`src/rtl/mandel_pkg.sv`:
```
// Shared types and defaults for the Mandelbrot pixel engine.
// Fixed-point format, FSM states and the escape radius.
package mandel_pkg;

  localparam int DEF_DW       = 16;
  localparam int DEF_FRAC     = 12;
  localparam int DEF_MAX_ITER = 255;
  localparam int DEF_ITER_W   = 8;

  // Width that holds a squared term without wrapping.
  function automatic int wide_w(input int dw, input int frac);
    return 2 * dw - frac + 1;
  endfunction

  localparam int WIDE_W = 2 * DEF_DW - DEF_FRAC + 1;

  localparam logic signed [WIDE_W-1:0] ESC_LIMIT =
    WIDE_W'(4 << DEF_FRAC);

  typedef enum logic [1:0] {
    IDLE,
    ITER,
    DONE
  } state_t;

  typedef logic signed [DEF_DW-1:0] fx_t;

endpackage

```
`src/rtl/mandel_step.sv`:
```
// One combinational z <- z^2 + c step plus the escape test.
// Squares are kept unwrapped so escape is right even for large |c|.
module mandel_step
  import mandel_pkg::*;
#(
  parameter int DW   = DEF_DW,
  parameter int FRAC = DEF_FRAC
) (
  input  logic signed [DW-1:0] zr,
  input  logic signed [DW-1:0] zi,
  input  logic signed [DW-1:0] cr,
  input  logic signed [DW-1:0] ci,
  output logic signed [DW-1:0] next_zr,
  output logic signed [DW-1:0] next_zi,
  output logic                 escape
);

  localparam int W = wide_w(DW, FRAC);

  localparam logic signed [W-1:0] LIM =
    W'(4 << FRAC);

  logic signed [2*DW-1:0] pr;
  logic signed [2*DW-1:0] pi;
  logic signed [2*DW-1:0] px;
  logic signed [W-1:0]    sr;
  logic signed [W-1:0]    si;
  logic signed [W-1:0]    x;
  logic signed [W-1:0]    mag;
  logic signed [W-1:0]    nr;
  logic signed [W-1:0]    ni;

  always_comb begin
    pr  = zr * zr;
    pi  = zi * zi;
    px  = zr * zi;
    sr  = W'(pr >>> FRAC);
    si  = W'(pi >>> FRAC);
    // Shift one less to fold the factor of two in 2*zr*zi.
    x   = W'(px >>> (FRAC - 1));
    mag = sr + si;
    escape = mag > LIM;
    nr  = sr - si + W'(cr);
    ni  = x + W'(ci);
    next_zr = nr[DW-1:0];
    next_zi = ni[DW-1:0];
  end

endmodule

```
`src/rtl/mandel_pixel_engine.sv`:
```
// Escape-time engine for one pixel: accept c, iterate, hand back
// the count; pixel_done steps the downstream address counter.
module mandel_pixel_engine
  import mandel_pkg::*;
#(
  parameter int DW       = DEF_DW,
  parameter int FRAC     = DEF_FRAC,
  parameter int MAX_ITER = DEF_MAX_ITER,
  parameter int ITER_W   = DEF_ITER_W
) (
  input  logic                 clk,
  input  logic                 rst,
  input  logic                 in_valid,
  output logic                 in_ready,
  input  logic signed [DW-1:0] c_re,
  input  logic signed [DW-1:0] c_im,
  output logic                 out_valid,
  input  logic                 out_ready,
  output logic [ITER_W-1:0]    iter,
  output logic                 in_set,
  output logic                 pixel_done
);

  localparam logic [ITER_W-1:0] CAP = ITER_W'(MAX_ITER);

  state_t state;
  state_t state_n;

  logic signed [DW-1:0] zr;
  logic signed [DW-1:0] zi;
  logic signed [DW-1:0] cr_q;
  logic signed [DW-1:0] ci_q;
  logic signed [DW-1:0] next_zr;
  logic signed [DW-1:0] next_zi;
  logic                 escape;
  logic [ITER_W-1:0]    count;

  mandel_step #(
    .DW   (DW),
    .FRAC (FRAC)
  ) u_step (
    .zr      (zr),
    .zi      (zi),
    .cr      (cr_q),
    .ci      (ci_q),
    .next_zr (next_zr),
    .next_zi (next_zi),
    .escape  (escape)
  );

  always_ff @(posedge clk or posedge rst) begin
    if (rst) state <= IDLE;
    else     state <= state_n;
  end

  always_comb begin
    state_n    = state;
    in_ready   = 1'b0;
    out_valid  = 1'b0;
    pixel_done = 1'b0;
    unique case (state)
      IDLE: begin
        in_ready = 1'b1;
        if (in_valid) state_n = ITER;
      end
      ITER: begin
        if (escape || count == CAP)
          state_n = DONE;
      end
      DONE: begin
        out_valid = 1'b1;
        if (out_ready) begin
          pixel_done = 1'b1;
          state_n    = IDLE;
        end
      end
      default: state_n = IDLE;
    endcase
  end

  always_ff @(posedge clk or posedge rst) begin
    if (rst) begin
      zr     <= '0;
      zi     <= '0;
      cr_q   <= '0;
      ci_q   <= '0;
      count  <= '0;
      iter   <= '0;
      in_set <= 1'b0;
    end else begin
      unique case (state)
        IDLE: begin
          if (in_valid) begin
            cr_q  <= c_re;
            ci_q  <= c_im;
            zr    <= '0;
            zi    <= '0;
            count <= '0;
          end
        end
        ITER: begin
          if (escape) begin
            iter   <= count;
            in_set <= 1'b0;
          end else if (count == CAP) begin
            iter   <= CAP;
            in_set <= 1'b1;
          end else begin
            zr    <= next_zr;
            zi    <= next_zi;
            count <= count + 1'b1;
          end
        end
        default: ;
      endcase
    end
  end

endmodule
```
`config.mk`:
```
export PLATFORM = sky130hd
export DESIGN_NAME = mandel_pixel_engine
export DESIGN_NICKNAME = d
export VERILOG_FILES = /design/src/rtl/mandel_pkg.sv /design/src/rtl/mandel_step.sv /design/src/rtl/mandel_pixel_engine.sv
export SDC_FILE = /design/constraint.sdc
export NUM_CORES = 2
export LEC_CHECK = 0
export ABC_AREA = 1
export BUFFER_PORTS_ARGS = -buffer_cell sky130_fd_sc_hd__buf_2
export CELL_PAD_IN_SITES_DETAIL_PLACEMENT = 1
export CELL_PAD_IN_SITES_GLOBAL_PLACEMENT = 1
export CORE_MARGIN = 2
export CORE_UTILIZATION = 52
export CTS_BUF_LIST = sky130_fd_sc_hd__clkbuf_8
export DETAILED_ROUTE_END_ITERATION = 8
export GPL_ROUTABILITY_DRIVEN = 0
export HOLD_SLACK_MARGIN = 0.12
export MAX_ROUTING_LAYER = met4
export PLACE_DENSITY_LB_ADDON = 0.1
export SYNTH_ARGS = -nofsm -noshare
export SYNTH_HDL_FRONTEND = slang
export SYNTH_SLANG_ARGS = --single-unit
```
`constraint.sdc`:
```
create_clock -name clk -period 9.6 [get_ports clk]
set_input_delay 0.48 -clock clk [delete_from_list [all_inputs] [get_ports clk]]
set_output_delay 0.48 -clock clk [all_outputs]
set_load 0.01 [all_outputs]
```
## Yosys cells after proc, flatten, opt, wreduce, memory -nomap -nowiden

Cells that the tools add are included.

| word-level totals | value |
|---|---|
| register bits | 83 |
| bits of input ports | 36 |
| output and inout port bits | 12 |
| logic and storage cells | 56 |

| cells by class | value |
|---|---|
| $add $sub $neg | 5 |
| multiply operators | 3 |
| magnitude comparators | 1 |
| eq/ne operators | 8 |
| mux-type cells | 23 |
| reductions and logical operators | 8 |

Operators with widths:

| operator | count |
|---|---|
| 16-bit 2-to-1 mux | 5 |
| 16-bit by 16-bit multiplier with 32-bit output | 2 |
| 16-bit case mux with 2 select lines | 2 |
| 8-bit 2-to-1 mux | 5 |
| 16-bit adder | 2 |
| 16-bit by 16-bit multiplier with 27-bit output | 1 |
| 20-bit by 20-bit adder with 21-bit output | 1 |
| 21-bit by 16-bit > comparator with 1-bit output (second input constant) | 1 |
| 8-bit case mux with 2 select lines | 1 |
| 16-bit subtractor | 1 |
| 2-bit != test (second input constant) | 5 |
| 8-bit by 1-bit adder with 8-bit output (second input constant) | 1 |
| 8-bit == test (second input constant) | 1 |
| 1-bit 2-to-1 mux | 6 |
| 2-bit 2-to-1 mux | 3 |
| 2-bit case mux with 3 select lines | 1 |
| 2-bit AND reduction | 2 |
| 4-bit AND reduction | 1 |
| 2-bit nonzero test | 2 |
| 3-bit AND reduction | 1 |
| 2-bit by 1-bit == test with 1-bit output (second input constant) | 1 |
| 2-bit == test (second input constant) | 1 |
| 2-bit zero test | 1 |
| 1-bit logical OR | 1 |

## Longest topological paths before layout

| logic depth | value |
|---|---|
| depth after elaboration | 6 |
| mapped depth | 49 |
| depth with buffers taken out | 47 |

## By module

A second synthesis with hierarchy kept.

| unflattened totals | value |
|---|---|
| cell total of the unflattened synthesis | 4184 |
| area total of the unflattened synthesis | 33105.5 sq um |

By module, submodules not included:

| module | instances | cells each | area each (sq um) | sequential area each (sq um) |
|---|---|---|---|---|
| mandel_step | 1 | 3779 | 29632.2 | 0.0 |
| mandel_pixel_engine | 1 | 405 | 3473.3 | 2077.0 |

## Worst setup path before layout

OpenSTA, ideal clock, no wires.

| path | value |
|---|---|
| kind | register -> register |
| start | register zi[2] |
| end | register zi[13] |
| data arrival time | 7403 ps |
| setup slack | 2080 ps |
| stages on the path, launching flop included | 47 |
| path buffers | 3 |
| clock period less this slack | 7520 ps |
| path through | dfrtp_1 buf_2 buf_2 nand2_1 inv_1 fa_1 inv_1 fa_1 fa_1 fa_1 inv_1 fa_1 inv_1 fa_1 inv_1 ha_1 nand2_1 nor2_1 [11 not listed] and2_1 nor2_1 inv_1 nand3_2 nand2_2 nand2_2 nand2_2 nand2_2 nand2_2 nand3_1 nand2_1 inv_2 nand2_8 nand2_8 nand2_8 buf_12 nand2_2 nand2_1 |

| on the way | value |
|---|---|
| cells in the longest elaborated chain, start to end | 5 |
| elaborated cells between the ends (all ways) | 10 |
| classes of those cells | add/sub (2); mul (2); order compare (1); eq/ne (1); mux (3); reduce/logical (1) |

Ends and longest elaborated chain:

| what | line | source |
|---|---|---|
| start: declaration | mandel_pixel_engine.sv:30 | `logic signed [DW-1:0] zi;` |
| start signal: assignment | mandel_pixel_engine.sv:110 | `zi <= next_zi;` |
| 16-bit by 16-bit multiplier with 32-bit output or 16-bit by 16-bit multiplier with 27-bit output (tied branches) | mandel_step.sv:35, mandel_step.sv:36 |  |
| 20-bit by 20-bit adder with 21-bit output or 16-bit adder (tied branches) | mandel_step.sv:41, mandel_step.sv:44 |  |
| 21-bit by 16-bit > comparator with 1-bit output or 16-bit 2-to-1 mux (tied branches) | mandel_step.sv:42, mandel_pixel_engine.sv:105 |  |
| 2-bit != test (no source line) or 16-bit 2-to-1 mux (tied branches) | n/a |  |
| 4-bit AND reduction (no source line) or 16-bit case mux with 2 select lines (tied branches) | n/a |  |

Several ways; a longest one is shown, not always the timed one. The select of a mux whose other input is x is not followed.
A chain may end at the register's enable or synchronous reset.

## Worst setup path after layout

| path | value |
|---|---|
| start | register zr[4] |
| end | register zr[9] |

| on the way | value |
|---|---|
| cells in the longest elaborated chain, start to end | 6 |
| elaborated cells between the ends (all ways) | 10 |
| classes of those cells | add/sub (3); mul (1); order compare (1); eq/ne (1); mux (3); reduce/logical (1) |

Ends and longest elaborated chain:

| what | line | source |
|---|---|---|
| start: declaration | mandel_pixel_engine.sv:29 | `logic signed [DW-1:0] zr;` |
| start signal: assignment | mandel_pixel_engine.sv:109 | `zr <= next_zr;` |
| 16-bit by 16-bit multiplier with 32-bit output (*) | mandel_step.sv:34 | `pr = zr * zr;` |
| 16-bit subtractor | mandel_step.sv:43 | `nr = sr - si + W'(cr);` |
| 16-bit adder | mandel_step.sv:43 |  |
| 16-bit 2-to-1 mux | mandel_pixel_engine.sv:105 | `end else if (count == CAP) begin` |
| 16-bit 2-to-1 mux | mandel_pixel_engine.sv:102 | `if (escape) begin` |
| 16-bit case mux with 2 select lines | mandel_pixel_engine.sv:91 | `unique case (state)` |

Every way passes the cells marked *; elsewhere a longest branch is shown, timed or not. The select of a mux whose other input is x is not followed.

==> impl_metrics.ini <==
[run_status]
run_status = completed

[layout]
layout.cells.non_filler = 4923
drive_gt1_share_pct = 5.718
design.final.nets = 5108
final_util_pct = 54.71
syn_to_final_growth_pct = 4.040

[grt]
overflow_left_after_global_routing = 0
grt_util_all_layers_pct = 30.31
grt_antenna_before_repair = 3
first_global_vias = 28760
first_pass_grt_wire_length_mm = 151.1
maximum_number_of_pins_on_one_net_before_global_route_repair = 45

[route]
detail_route.drc_violations = 0
vias = 25200
via_per_inst = 5.119
routed_wirelength_mm = 91.30
drtPass1Iterations = 5
avgRoutedWirePerCell_um = 18.55
ant_nets = 0
drt_iter0_markers = 1188

[logic_synthesis]
synth-async-reset-ratio_pct = 100.0
synth_sequential_area_ratio_pct = 6.262
yosysUniqueCellTypes = 50
ff_latch_count_synth = 83
synth-edff-count = 0
netlist_instances = 4094
syn-mean-instance-area_um2 = 8.102
synthDominantCellAreaShare_pct = 42.55
synth.top_cells.by_area = fa_1 43%, inv_1 14%, ha_1 11%, nand2_1 9.6%, dfrtp_1 6.3%
mappedNetlistNets = 5132
synth_top_cells_by_count = 1277 x inv_1, 850 x nand2_1, 705 x fa_1
yosysMostFrequentCell = inv_1
synthesis.yosys.warnings = 0
postSynth.topFlopCell = dfrtp_1
mappedNetlistArea_mm2 = 0.03317
synth_top_area_cell = fa_1

[floorplan]
fp-row-count = 92
core_region_area_mm2 = 0.06308
die_w_um = 256.6
starting_density_pct = 52.58
ioPinCount = 48
floorplan.die_area_mm2 = 0.06583
die_h_um = 256.6

[timing]
max_slew_margin_pct = 41.29
setup_viol = 0
fmax_mhz = 109.8
grt_setup_unrepaired = no
drv_slew = 0
layout_setup_ws_ns = 0.4897
finalCriticalPeriod_ns = 9.110
post-route-period-util_pct = 94.90
setup_total_negative_slack_ns = 0
hold_violations = 0
timing_worst_slew_pin_value_ns = 0.8807
fin_skew_ns = 0.02715

[clock_network]
tritoncts_num_sinks = 83
post_cts_buffers = 0
clock_tree_from_tritoncts = yes
cts_buffers = 9
clk_pin_slew_worst_paths_ns = 0.12
clock_path_buffers = 2
root_buffer = clkbuf_8
htreeDepth = 3
clkLatencyLatePin_ns = 0.45

[worst_setup_path]
rr_endpoint = zr[9]
worst-setup-path-type = register to register
worstReg2RegStart = zr[4]
worst_ep_required_time_ns = 9.92
worst_path_largest_cell_delay_ns = 0.83
cp.arrival_ns = 9.43
ff2ff_path_depth = 43
timing.critical_path.mode_cell = nand2_1
crit_path_max_fanout = 41
timing.critical_path.slowest_stage_cell = dfrtp_1
timing.reg2reg.setup_slack_ns = 0.49
cp-start-kind = register
endpoint_kind_of_the_worst_setup_timing_path = register

[place]
port_buffers = 47
place.detailed.hpwl_mm = 77.47
post_place_cells = 4905
place_ws_ns = 0.3947

[hold_path]
min_path_type = input port to async pin

[job]
maxCapViolations = 0
==> area by class of cell <==
cell class	instances	area (um2)
multi-input cells	2597	25710
repair buffers	99	629.4
clock buffers	10	137.6
diodes	2	5.005
inverters	1280	4811
well taps	846	1059
flip-flops and latches	83	2085
fillers	7886	28570
clock inverters	6	71.32
==> layout by cell type (no fill, tap or decap), types with 3 or more instances in the layout <==
cell type  synthesis  layout
a21oi_1          128     127
nand3b_1          22      22
nand3_1           78      78
nand3_2            9       9
a31oi_1           10       9
buf_4              2      51
inv_6              1       3
mux2_2            18      18
buf_2             33      47
dfrtp_1           83      77
or2_2              9       9
dfrtp_2            0       6
fa_1             705     704
nand2_2           51      52
nand2_8            3       3
xnor2_1           49      47
nor3_1            14      14
a31o_2             3       3
o21ai_0           42      42
a21o_1            16      16
nor2_2             3       3
inv_1           1277    1276
o31ai_1            6       6
nand4_1           17      17
xor2_1            95      95
o21bai_1          15      15
clkbuf_8           0      10
nand2_1          850     849
o21a_1             3       3
ha_1             297     297
nor2_1           132     131
==> critical path, delay by kind of cell, from the launching register on <==
| family | cells | cell delay, ns |
|---|---|---|
| flip-flops | 1 | 0.83 |
| AND/OR/NAND/NOR | 22 | 2.43 |
| AO/OA/AOI/OAI | 4 | 0.67 |
| XOR/XNOR | 1 | 0.40 |
| adder cells (fa/ha/maj) | 8 | 3.75 |
| buffers and inverters | 8 | 0.77 |
==> timing repair <==
item	in CTS	in global routing
hold buffers	0	0
resized for setup	0	13
hold endpoints to repair	0	0
endpoints found under the setup margin	0	51
==> layer usage <==
layer	track usage, %	up-vias	share of wire [%]
met5	-	-	0
met4	8.559	0	2.7
met3	2.649	116	4.1
met2	51.34	446	50
met1	39.08	13010	43
li1	-	11630	-
==> flip-flops by register name (all words and copies together), names as in the netlist <==
signal and cells:
count 8, state 2, zi 16, in_set 1
ci_q 16, iter 8, zr 16, cr_q 16
==> per-stage QoR <==
step / cell area, um2 / hold slack [ns]
finish: 34510 / 0.1501
global route: 34510 / 0.2119
CTS: 34460 / 0.1793
detailed placement: 34250 / 0.4543
global placement: 34250 / 0.4538
floorplan: 33170 / 0.4543
==> cell families after synthesis <==
family,count (synthesis),share of synthesized area [%]
DFF,83,6.262
xor gates and xnor gates,144,3.802
muxes,18,0.6111
adders and majority gates,1002,53.75
buffers and inverters,1414,16.34
AOI/OAI and AO/OA,238,4.104
and+or+nand+nor,1195,15.13
==> worst max-delay path by stage <==
stage | end | slack, ns | depth (start not counted) | startpoint
after CTS | zi[1] | 0.33 | 36 | zr[1]
after global routing | zi[2] | 0.008 | 34 | zi[11]
after global placement | zi[2] | 0.72 | 44 | zi[2]
after detailed placement | zi[1] | 0.39 | 36 | zr[1]
after floorplan | zi[13] | 2.08 | 46 | zi[2]
final | zr[9] | 0.49 | 43 | zr[4]
Power is not shown: default switching activity piles up to over one toggle a cycle in this logic, so the estimate is an artifact.
